## config.mk

```make
export PLATFORM = sky130hd
export DESIGN_NAME = cpu_debug_ctrl
export DESIGN_NICKNAME = d
export VERILOG_FILES = /design/src/rtl/cpu_debug_ctrl_pkg.sv /design/src/rtl/cpu_debug_ctrl_key_debounce.sv /design/src/rtl/cpu_debug_ctrl.sv
export SDC_FILE = /design/constraint.sdc
export NUM_CORES = 1
export LEC_CHECK = 0
export CAP_MARGIN = 20
export CORE_MARGIN = 5
export CORE_UTILIZATION = 47
export DETAILED_ROUTE_END_ITERATION = 8
export GPL_TIMING_DRIVEN = 0
export PLACE_DENSITY_LB_ADDON = 0.3
export SYNTH_ARGS = -nofsm -noshare
export SYNTH_HDL_FRONTEND = slang
export SYNTH_SLANG_ARGS = --single-unit
export TNS_END_PERCENT = 100
```

## constraint.sdc

```tcl
create_clock -name clk -period 1.9 [get_ports clk]
set_clock_uncertainty 0.15 [all_clocks]
set_input_delay 0.38 -clock clk [delete_from_list [all_inputs] [get_ports clk]]
set_output_delay 0.38 -clock clk [all_outputs]
set_load 0.01 [all_outputs]
```

## src/rtl/cpu_debug_ctrl_pkg.sv

```systemverilog
// Shared definitions for the CPU debug controller: FSM state encoding
// (also decoded by the board top for the state LEDs), PC width and the
// breakpoint compare helper.
package cpu_debug_ctrl_pkg;

  localparam int PC_W = 9;

  typedef enum logic [1:0] {
    HALT  = 2'd0,
    STEP  = 2'd1,
    RUN   = 2'd2,
    BREAK = 2'd3
  } dbg_state_t;

  // True when the breakpoint is armed and the given PC is the breakpoint PC.
  function automatic logic bp_match(input logic            en,
                                    input logic [PC_W-1:0] addr,
                                    input logic [PC_W-1:0] pc_val);
    return en && (addr == pc_val);
  endfunction

endpackage

```

## src/rtl/cpu_debug_ctrl_key_debounce.sv

```systemverilog
// Pushbutton front end: 2-FF synchroniser, level debouncer and a one-cycle
// pulse on each accepted press (stable level falling 1 -> 0). The key is
// active-low, so everything idles high.
module key_debounce #(
  parameter int DEBOUNCE_CYCLES = 250000
) (
  input  logic clk,
  input  logic reset,
  input  logic key_n,
  output logic press
);

  localparam int CNT_W = (DEBOUNCE_CYCLES > 2) ? $clog2(DEBOUNCE_CYCLES) : 1;
  localparam logic [CNT_W-1:0] CNT_MAX = CNT_W'(DEBOUNCE_CYCLES - 1);

  logic             sync1_q;
  logic             sync2_q;
  logic             stable_q;
  logic             stable_d1_q;
  logic [CNT_W-1:0] cnt_q;

  // Bring the raw key into the clock domain; idle level is released (1).
  always_ff @(posedge clk or posedge reset) begin
    if (reset) begin
      sync1_q <= 1'b1;
      sync2_q <= 1'b1;
    end else begin
      sync1_q <= key_n;
      sync2_q <= sync1_q;
    end
  end

  // Accept a new level only after it has differed from the stable level for
  // DEBOUNCE_CYCLES consecutive cycles; any bounce back restarts the count.
  always_ff @(posedge clk or posedge reset) begin
    if (reset) begin
      cnt_q    <= '0;
      stable_q <= 1'b1;
    end else if (sync2_q == stable_q) begin
      cnt_q <= '0;
    end else if (cnt_q == CNT_MAX) begin
      cnt_q    <= '0;
      stable_q <= sync2_q;
    end else begin
      cnt_q <= cnt_q + 1'b1;
    end
  end

  // Delayed copy of the stable level for falling-edge detection.
  always_ff @(posedge clk or posedge reset) begin
    if (reset) begin
      stable_d1_q <= 1'b1;
    end else begin
      stable_d1_q <= stable_q;
    end
  end

  assign press = stable_d1_q & ~stable_q;

endmodule

```

## src/rtl/cpu_debug_ctrl.sv

```systemverilog
// Run/step/breakpoint controller producing the CPU core clock enable.
// HALT freezes the core, STEP issues one enable per key press, RUN issues
// an enable every RUN_DIV cycles until the breakpoint PC would execute,
// at which point BREAK freezes the core with bp_hit raised.
module cpu_debug_ctrl
  import cpu_debug_ctrl_pkg::*;
#(
  parameter int DEBOUNCE_CYCLES = 250000,
  parameter int RUN_DIV         = 1
) (
  input  logic            clk,
  input  logic            reset,
  input  logic            key_step_n,
  input  logic            run_sw,
  input  logic            bp_en,
  input  logic [PC_W-1:0] bp_addr,
  input  logic [PC_W-1:0] pc,
  input  logic            clr_cnt,
  output logic            cpu_en,
  output logic [1:0]      state,
  output logic            bp_hit,
  output logic [15:0]     step_count
);

  localparam int PRESC_W = (RUN_DIV > 1) ? $clog2(RUN_DIV) : 1;
  localparam logic [PRESC_W-1:0] PRESC_MAX = PRESC_W'(RUN_DIV - 1);

  dbg_state_t       state_q;
  dbg_state_t       state_d;
  logic [PRESC_W-1:0] presc_q;
  logic [PRESC_W-1:0] presc_d;
  logic             cpu_en_q;
  logic             cpu_en_d;
  logic             run_sync1_q;
  logic             run_s;
  logic             press;
  logic [PC_W-1:0]  exec_pc;
  logic [15:0]      count_q;

  key_debounce #(
    .DEBOUNCE_CYCLES(DEBOUNCE_CYCLES)
  ) u_key_debounce (
    .clk  (clk),
    .reset(reset),
    .key_n(key_step_n),
    .press(press)
  );

  // Run switch only needs synchronising; its level is used directly.
  always_ff @(posedge clk or posedge reset) begin
    if (reset) begin
      run_sync1_q <= 1'b0;
      run_s       <= 1'b0;
    end else begin
      run_sync1_q <= run_sw;
      run_s       <= run_sync1_q;
    end
  end

  // cpu_en is registered, so a decision made now lands one cycle later.
  // If an enable is on the wire this cycle the core will have advanced
  // one instruction by then, so the breakpoint is compared against the
  // PC that the next enable would actually execute. This also keeps a
  // step off a breakpoint from re-triggering on the PC it just executed.
  assign exec_pc = cpu_en_q ? (pc + 1'b1) : pc;

  // FSM, prescaler and enable registers.
  always_ff @(posedge clk or posedge reset) begin
    if (reset) begin
      state_q  <= HALT;
      presc_q  <= '0;
      cpu_en_q <= 1'b0;
    end else begin
      state_q  <= state_d;
      presc_q  <= presc_d;
      cpu_en_q <= cpu_en_d;
    end
  end

  // Next-state and enable decode. The prescaler defaults to zero, so it
  // is already cleared on any entry into RUN and restarts after each tick.
  // Presses outside HALT/BREAK fall through unhandled and are lost.
  always_comb begin
    state_d  = state_q;
    presc_d  = '0;
    cpu_en_d = 1'b0;
    case (state_q)
      HALT: begin
        if (run_s) begin
          state_d = RUN;
        end else if (press) begin
          state_d = STEP;
        end
      end
      STEP: begin
        cpu_en_d = 1'b1;
        state_d  = run_s ? RUN : HALT;
      end
      RUN: begin
        if (!run_s) begin
          state_d = HALT;
        end else if (presc_q == PRESC_MAX) begin
          if (bp_match(bp_en, bp_addr, exec_pc)) begin
            state_d = BREAK;
          end else begin
            cpu_en_d = 1'b1;
          end
        end else begin
          presc_d = presc_q + 1'b1;
        end
      end
      BREAK: begin
        if (!run_s) begin
          state_d = HALT;
        end else if (press) begin
          state_d = STEP;
        end
      end
      default: begin
        state_d = HALT;
      end
    endcase
  end

  // Count issued enables; clear wins over a same-cycle increment.
  always_ff @(posedge clk or posedge reset) begin
    if (reset) begin
      count_q <= '0;
    end else if (clr_cnt) begin
      count_q <= '0;
    end else if (cpu_en_q) begin
      count_q <= count_q + 16'd1;
    end
  end

  assign cpu_en     = cpu_en_q;
  assign state      = state_q;
  assign bp_hit     = (state_q == BREAK);
  assign step_count = count_q;

endmodule
```

Yosys cells after proc, flatten, opt, wreduce, memory -nomap -nowiden
Index checks and enable logic that the tools add are counted.
- output and inout port bits: 20
- input bits: 24
- word-level logic and storage cells: 51
- register bits: 44
- eq/ne operators: 8
- bitwise gates (word level): 3
- reduce and logical (&&, ||, !) cells: 5
- muxes and demuxes: 20
- add/sub/neg operators: 4
- operators with widths (cell ; count):
    $mux 18 ; 2
    $mux 16 ; 2
    $add 18x1->18 const B ; 1
    $eq 18x18->1 const B ; 1
    $add 16x1->16 const B ; 1
    $mux 2 ; 7
    $add 9x1->9 const B ; 1
    $eq 9x9->1 ; 1
    $mux 9 ; 1
    $pmux 2 s4 ; 1
    $mux 1 ; 6
    $ne 3x3->1 const B ; 2
    $eq 2x2->1 const B ; 2
    $reduce_and 2->1 ; 2
    $eq 2x1->1 const B ; 1
    $logic_not 2->1 ; 1
    $not 1->1 ; 2
    $pmux 1 s2 ; 1
    $reduce_bool 2->1 ; 1
    $add 1x1->1 const B ; 1
    $and 1x1->1 ; 1
    $eq 1x1->1 ; 1
    $logic_and 1x1->1 ; 1

Logic depth before layout (Yosys ltp)
Gate-level depths: netlist (run 1).
- depth in word-level cells: 8
- depth in mapped cells: 9
- gate-level depth less buffers: 7

Cells and area by module
Synthesis (run 1) repeated with hierarchy kept, for this count alone.
- cells, all modules: 245
- area, all modules: 2412.3 µm²
- modules (own cells, without submodules) (module ; instances ; sequential area each (µm²) ; area each (µm²) ; cells an instance):
    cpu_debug_ctrl ; 1 ; 525.5 ; 1320.0 ; 139
    key_debounce ; 1 ; 555.5 ; 1092.3 ; 106

Worst setup path before layout (run 1)
OpenSTA, ideal clock, no wires.
- path kind: input -> register
- start: input pc[0]
- end: register cpu_en_q (netlist: cpu_en)
- setup slack: -0.214 ns
- arrival: 1.846 ns
- stages on the path: 7
- required time: 1.631 ns
- setup time: 0.119 ns
- path buffers: 0
- path through: ha_1 -> inv_1 -> o21ai_1 -> mux2_2 -> o311a_1 -> o41a_1 -> o21a_1
- word-level cells in the longest chain between the ends: 8
- ends and longest elaborated chain (what ; line ; RTL):
    start, declared ; cpu_debug_ctrl.sv:17 ; input logic [PC_W-1:0] pc,
    $add 9x1->9 ; cpu_debug_ctrl.sv:65 ; assign exec_pc = cpu_en_q ? (pc + 1'b1) : pc;
    $mux 9 * ; cpu_debug_ctrl.sv:65 ;
    $eq 9x9->1 * ; cpu_debug_ctrl_pkg.sv:19 ; return en && (addr == pc_val);
    $logic_and 1x1->1 * ; cpu_debug_ctrl_pkg.sv:19 ;
    $mux 1 * ; cpu_debug_ctrl.sv:103 ; if (bp_match(bp_en, bp_addr, exec_pc)) begin
    $mux 1 * ; cpu_debug_ctrl.sv:102 ; end else if (presc_q == PRESC_MAX) begin
    $mux 1 * ; cpu_debug_ctrl.sv:100 ; if (!run_s) begin
    $pmux 1 s2 * ; cpu_debug_ctrl.sv:87 ; case (state_q)
    named net cpu_en_d ; cpu_debug_ctrl.sv:33 ; logic cpu_en_d;
    end signal, assigned ; cpu_debug_ctrl.sv:76 ; cpu_en_q <= cpu_en_d;
    end, declared ; cpu_debug_ctrl.sv:32 ; logic cpu_en_q;
Mark *: on every way through the listed nets, which the timed path passes. The rest lies on a longest branch.
A chain may end at the register's enable or synchronous reset.

Final worst setup path (run 1)
- start: register cpu_en_q (netlist: cpu_en)
- end: register cpu_en_q (netlist: cpu_en)
- word-level cells in the longest chain between the ends: 7
- ends and longest elaborated chain (what ; line):
    $mux 9 ; cpu_debug_ctrl.sv:65
    $eq 9x9->1 ; cpu_debug_ctrl_pkg.sv:19
    $logic_and 1x1->1 ; cpu_debug_ctrl_pkg.sv:19
    $mux 1 ; cpu_debug_ctrl.sv:103
    $mux 1 ; cpu_debug_ctrl.sv:102
    $mux 1 ; cpu_debug_ctrl.sv:100
    $pmux 1 s2 ; cpu_debug_ctrl.sv:87
    named net cpu_en_d ; cpu_debug_ctrl.sv:33
The timed path passes the listed nets, and every way through them passes these cells.

==> results_dict.tcl, run 1 <==
set metrics [dict create \
    layout_commonest_cell "dfrtp_1" \
    period_share 1.05 \
    io_buffer_count 42 \
    insertion_delay_ns 0.30 \
    violations "negative setup slack" \
    synth_warnings 0 \
    cp-start-kind "flop" \
    overflow 0 \
    syn_inst 236 \
    drc 0 \
    vias 1856 \
    drive_above_1_share 0.237 \
    cts.clk_slew.worst_paths_ns 0.08 \
    clk_path_buf_depth 2 \
    seqCellArea_um2 1080 \
    relSlewSlack 0.426 \
    wl_per_cell_um 13.2 \
    ant_nets 0 \
    worstPathArrival_ns 2.03 \
    peakVddDrop_v 0.000565 \
    htree_levels 2 \
    status "complete, but fails checks" \
    max_freq_mhz 502 \
    grt_max_degree 44 \
    worst_pin_slew_ns 0.859 \
    mappedNetlistNets 267 \
    synth-edff-count 0 \
    grt_pass1_vias 1818 \
    totalNegativeSetupSlack_ns -0.776 \
    ios 44 \
    areaGrowthSynthToFinish_pct 40.7 \
    holdCritPathClass "reg2reg" \
    final_max_slew_viol_count 0 \
    postSynthAreaPerCell_um2 9.77 \
    via_per_inst 5.06 \
    p_leak_nw 1.41 \
    path_class "reg2reg" \
    clkSinkCount 43 \
    required_ns 1.94 \
    coreArea_um2 4750 \
    async_flop_share 1.00 \
    hpwl_um 3280 \
    initial_utilization 0.485 \
    grt_usage 0.160 \
    rows 25 \
    place_congestion 0.789 \
    drt_first_iter_violations 89 \
    placed_cells 345 \
    totalWireLength_um 4860 \
    power_density_nw_per_um2 737 \
    crit_fanout 3 \
    die_w_um 80.0 \
    firstDrtPassIters 4 \
    multi_input_area_um2 1320 \
    die_area_um2 6400 \
    yosys_register_bits 43 \
    ys_types 44 \
    syn_area_um2 2300 \
    maxCapViolations 0 \
    final_nets 330 \
    layout_min_cycle_time_ns 1.99 \
    ys.flop_type "dfrtp_1" \
    fin_cells 367 \
    antenna_found_initial 0 \
    fillCellCount 378 \
    cp-end-kind "flop" \
    diodes 0 \
    fp.dieH_um 80.0 \
    grt_pass1_wl_um 8040 \
    rsz0062_at_grt "true" \
    ys_seq_area_frac 0.469 \
    finalWorstSetupSlack_ns -0.0935 \
    root_buffer "clkbuf_8" \
    final_hold_viol_count 0 \
    setup_viol 21 \
    cts_tree "built" \
    most-common-layout-cells "dfrtp_1 (37), nor2_1 (30), clkdlybuf4s50_1 (25)" \
    cts_inserted_buffers 5 \
]
==> cells by family after synthesis <==
family                   synth area share
multiplexers                       0.0185
flip-flops                          0.469
buffers and inverters              0.0239
XOR/XNOR                            0.152
AND/OR/NAND/NOR                     0.229
adder cells (fa/ha/maj)            0.0380
AO/OA/AOI/OAI                      0.0695
==> sequential cells by signal (all words and copies together), names as in the netlist <==
name / flops
cpu_en: 1
step_count: 16
run_s: 1
state: 2
u_key_debounce.sync1_q: 1
u_key_debounce.stable_q: 1
u_key_debounce.sync2_q: 1
u_key_debounce.stable_d1_q: 1
run_sync1_q: 1
u_key_debounce.cnt_q: 18
==> synth_stat cells (2+ instances only) <==
library cell,n,area share
clkbuf_1,2,0.0033
mux2i_1,2,0.0087
and3_1,5,0.014
a22oi_1,2,0.0065
nor2_1,39,0.064
dfstp_2,4,0.046
nand2b_1,2,0.0054
nor3_1,3,0.0065
nand3_1,18,0.039
nand4_1,9,0.024
xor2_1,23,0.087
a21oi_1,6,0.013
nor4_1,2,0.0054
inv_1,9,0.015
and2_1,3,0.0081
mux2_2,2,0.0098
a21o_1,2,0.0065
o21ai_0,3,0.0065
ha_1,7,0.038
xnor2_1,17,0.065
dfrtp_1,39,0.42
buf_2,2,0.0043
nand2_1,14,0.023
==> per-layer routing <==
metal	GRT usage	wire [µm]	vias up	part of all wire
met5	0	0	-	0
met4	0.0557	81	0	0.017
met3	0.0451	232	8	0.048
met2	0.271	2320	39	0.48
met1	0.195	2230	877	0.46
li1	-	-	932	-
==> metrics by stage <==
step | power [mW] | setup WS [ns] | util | instance area (µm²) | hold slack [ns]
6_report | 2.39 | -0.0935 | 0.682 | 3240 | 0.211
5_1_grt | 2.53 | -0.166 | 0.682 | 3240 | 0.218
4_1_cts | 2.41 | -0.108 | 0.660 | 3140 | 0.216
3_5_place_dp | 1.58 | -0.819 | 0.604 | 2870 | 0.195
3_3_place_gp | 1.57 | -0.833 | 0.604 | 2870 | 0.182
2_1_floorplan | 1.36 | -0.0516 | - | 2370 | 0.181
==> final timing paths <==
check                           cells after the start  slack [ns]        start       endpoint
min in group asynchronous                           2        0.43        reset  step_count[5]
worst min-delay path                                0        0.21  run_sync1_q          run_s
worst max register to register                      6       -0.09       cpu_en         cpu_en
worst min register to register                      0        0.21  run_sync1_q          run_s
worst max-delay path                                6       -0.09       cpu_en         cpu_en
max in group asynchronous                           2        0.57        reset  step_count[6]
==> what timing repair did <==
item,in CTS,in global routing
gates resized for setup,48,25
cloned,0,1
setup buffers,12,2
hold buffers,0,0
pin swaps,13,9
setup endpoints to repair,26,32
endpoints found under the hold margin,0,0
==> layout make-up <==
class                           count  area share
Multi-Input combinational cell    179       0.406
Sequential cell                    43       0.334
Timing Repair Buffer               57       0.177
Tap cell                           67      0.0258
Clock buffer                        6      0.0255
Clock inverter                      2      0.0120
Inverter                            9      0.0104
Buffer                              4     0.00926
==> report_power, final <==
group / switching [mW] / total (mW) / leakage [nW] / internal, mW
clock: 0.324 / 0.757 / 0.0618 / 0.432
combinational: 0.305 / 0.633 / 0.779 / 0.328
sequential: 0.0391 / 1.00 / 0.573 / 0.963
total: 0.668 / 2.39 / 1.41 / 1.72
==> worst max-delay path: stages, from the launching register on <==
cell and delay (ns):
dfrtp_1 0.39, and3_4 0.22, nand4_1 0.12, xnor2_1 0.18, nand4b_1 0.14, o41a_1 0.50
o21a_1 0.19
(Power assumes the default switching activity.)
==> run 2, diff against run 1 <==
--- a/config.mk
+++ b/config.mk
@@ -5,10 +5,12 @@
 export SDC_FILE = /design/constraint.sdc
 export NUM_CORES = 1
 export LEC_CHECK = 0
+export ABC_AREA = 1
 export CAP_MARGIN = 20
 export CORE_MARGIN = 5
-export CORE_UTILIZATION = 47
+export CORE_UTILIZATION = 50
 export DETAILED_ROUTE_END_ITERATION = 8
+export DONT_BUFFER_PORTS = 1
 export GPL_TIMING_DRIVEN = 0
 export PLACE_DENSITY_LB_ADDON = 0.3
 export SYNTH_ARGS = -nofsm -noshare
==> run 2 against run 1 <==
Largest power group unchanged; clock-buffer cell count fell by 1; highest routed layer unchanged; critical path type unchanged; routed wire length rose by 18%; the flow finishes with violations (negative hold slack); fmax is 12% higher; largest cell class unchanged.
==> results_dict.tcl, run 2 <==
set metrics [dict create \
    status "complete, but fails checks" \
    violations "negative hold slack" \
    synth.area.top_cells "dfrtp_1 (35%), nand2_1 (14%), inv_1 (7.7%)" \
    synth_common_cells "nand2_1 (107), inv_1 (57), nor2_1 (52), dfrtp_1 (39), nand3_1 (23)" \
    p_leak_nw 1.49 \
    mappedNetlistNets 426 \
    cp-end-kind "flop" \
    path_class "reg2reg" \
    fillCellCount 523 \
    most-common-layout-cells "nand2_1 (107), inv_1 (56), nor2_1 (52)" \
    drc 0 \
    insertion_delay_ns 0.30 \
    worst_pin_slew_ns 0.882 \
    antenna_found_initial 0 \
    place_congestion 0.879 \
    top_register "u_key_debounce.cnt_q" \
    drt_first_iter_violations 81 \
    diodes 0 \
    maxCapViolations 0 \
    crit_fanout 3 \
    ys.flop_type "dfrtp_1" \
    final_area_um2 3110 \
    ios 44 \
    synth_top_area_share 0.349 \
    placed_area_um2 2880 \
    vias 2426 \
    async_flop_share 1.00 \
    max_freq_mhz 560 \
    required_ns 1.93 \
    htree_levels 2 \
    fp.dieH_um 84.7 \
    areaGrowthSynthToFinish_pct 11.3 \
    syn_area_um2 2790 \
    via_per_inst 5.03 \
    die_area_um2 7180 \
    ys_types 33 \
    ant_nets 0 \
    setup_viol 0 \
    placed_cells 467 \
    grt_max_degree 44 \
    final_hold_viol_count 12 \
    slowest_stage "dfrtp_1" \
    yosysMostFrequentCell "nand2_1" \
    yosys_register_bits 43 \
    yosysTopAreaCell "dfrtp_1" \
    cts.clk_slew.worst_paths_ns 0.09 \
    holdCritPathClass "in2async" \
    grt_usage 0.163 \
    initial_utilization 0.510 \
    syn_inst 395 \
    overflow 0 \
    cts_tree "built" \
    hpwl_um 4260 \
    synth_warnings 0 \
    totalWireLength_um 5730 \
    grt_pass1_wl_um 9800 \
    peakVddDrop_v 0.000454 \
    firstDrtPassIters 4 \
    clk_path_buf_depth 2 \
    ys_seq_area_frac 0.387 \
    rows 27 \
    cp-start-kind "flop" \
    finalWorstSetupSlack_ns 0.113 \
    io_buffer_count 0 \
    crit_chain "ha_2 > nand2_1 > nor2_4 > nand3_4 > nor2_4 > nand2_1 > nor3b_2 > nor2_1 > o21a_1" \
    relSlewSlack 0.412 \
    postSynthAreaPerCell_um2 7.07 \
    die_w_um 84.7 \
    clkSinkCount 43 \
    synth-edff-count 0 \
    post-route-util 0.568 \
    cpPeakStageDelay_ns 0.39 \
    crit_family "simple AND/OR/NAND/NOR gates" \
    power_density_nw_per_um2 714 \
    layout_min_cycle_time_ns 1.79 \
    final_nets 440 \
    wl_per_cell_um 11.9 \
    largest_reg_flops 18 \
    worstPathArrival_ns 1.82 \
    coreArea_um2 5470 \
    layout_commonest_cell "nand2_1" \
    cts_inserted_buffers 5 \
    grt_pass1_vias 2287 \
    root_buffer "clkbuf_8" \
    whs_ns -0.00927 \
    post-place-ws_ns -0.0350 \
    cp_num_buf_inv 0 \
    period_share 0.940 \
    power_mw 2.22 \
    drive_above_1_share 0.146 \
    fin_cells 482 \
    final_max_slew_viol_count 0 \
]
-- run 2: cell types whose count changed after synthesis, moves of 5 or more --
cell,previous run,this run
nor2_1,39,52
xor2_1,23,10
xnor2_1,17,2
nand2_2,0,9
nor3_1,3,11
and3_1,5,0
nand2_1,14,107
o21ai_0,3,14
inv_1,9,57
nor2_2,0,7
nand3_1,18,23
a21oi_1,6,13
-- run 2: what timing repair did --
action | 4_1_cts | 5_1_grt
setup endpoints to repair | 3 | 8
endpoints found under the hold margin | 4 | 0
gates resized for setup | 1 | 13
setup buffers | 0 | 4
pin swaps | 0 | 2
hold buffers | 3 | 0
-- run 2: cells by family after synthesis --
group | share of synthesized area
adders and majority gates | 0.0314
and+or+nand+nor | 0.394
xor gates and xnor gates | 0.0376
DFF | 0.387
buffers and inverters | 0.0887
AOI/OAI and AO/OA | 0.0609
-- run 2: final timing paths --
path                                          from  slack (ns)  cells past startpoint                        to
setup / recovery           u_key_debounce.cnt_q[1]        0.11                      9  u_key_debounce.cnt_q[10]
max in group asynchronous                    reset        0.98                      1             step_count[3]
setup reg to reg           u_key_debounce.cnt_q[1]        0.11                      9  u_key_debounce.cnt_q[10]
hold / removal                               reset      -0.009                      1                  state[0]
min in group clk                           clr_cnt        0.09                      3             step_count[1]
hold reg to reg                        run_sync1_q        0.20                      0                     run_s
-- run 2: worst register-to-register path, cell delays in order (launching register included) --
cell     delay (ns)
dfrtp_1        0.39
ha_2           0.19
nand2_1        0.10
nor2_4         0.19
nand3_4        0.13
nor2_4         0.12
nand2_1        0.10
nor3b_2        0.16
nor2_1         0.05
o21a_1         0.10
-- run 2: metrics by stage --
stage,hold slack [ns],setup TNS [ns]
floorplan,0.181,0
detailed placement,0.187,-0.0681
CTS,0.0267,0
global route,0.0661,-0.0451
global placement,0.185,-3.93
finish,-0.00927,0
-- run 2: power breakdown --
| part | switching, mW | internal, mW | total, mW |
|---|---|---|---|
| registers | 0.0847 | 0.967 | 1.05 |
| clock network | 0.330 | 0.392 | 0.721 |
| logic | 0.280 | 0.166 | 0.447 |
-- run 2: layout make-up --
type / instances / area [µm²] / area share
clock inverters: 3 / 43.8 / 0.0141
plain buffers: 2 / 15.0 / 0.00483
flip-flops and latches: 43 / 1090 / 0.350
multi-input cells: 288 / 1510 / 0.486
inverters: 62 / 233 / 0.0748
repair buffers: 7 / 60.1 / 0.0193
clock buffers: 5 / 68.8 / 0.0221
well taps: 72 / 90.1 / 0.0290
-- run 2: routing by layer --
layer / part of all wire / up-vias / global-route usage
met3: 0.044 / 6 / 0.0442
met2: 0.50 / 37 / 0.285
met5: 0 / - / 0
met1: 0.45 / 1119 / 0.200
met4: 0.0080 / 0 / 0.0345
li1: - / 1264 / -
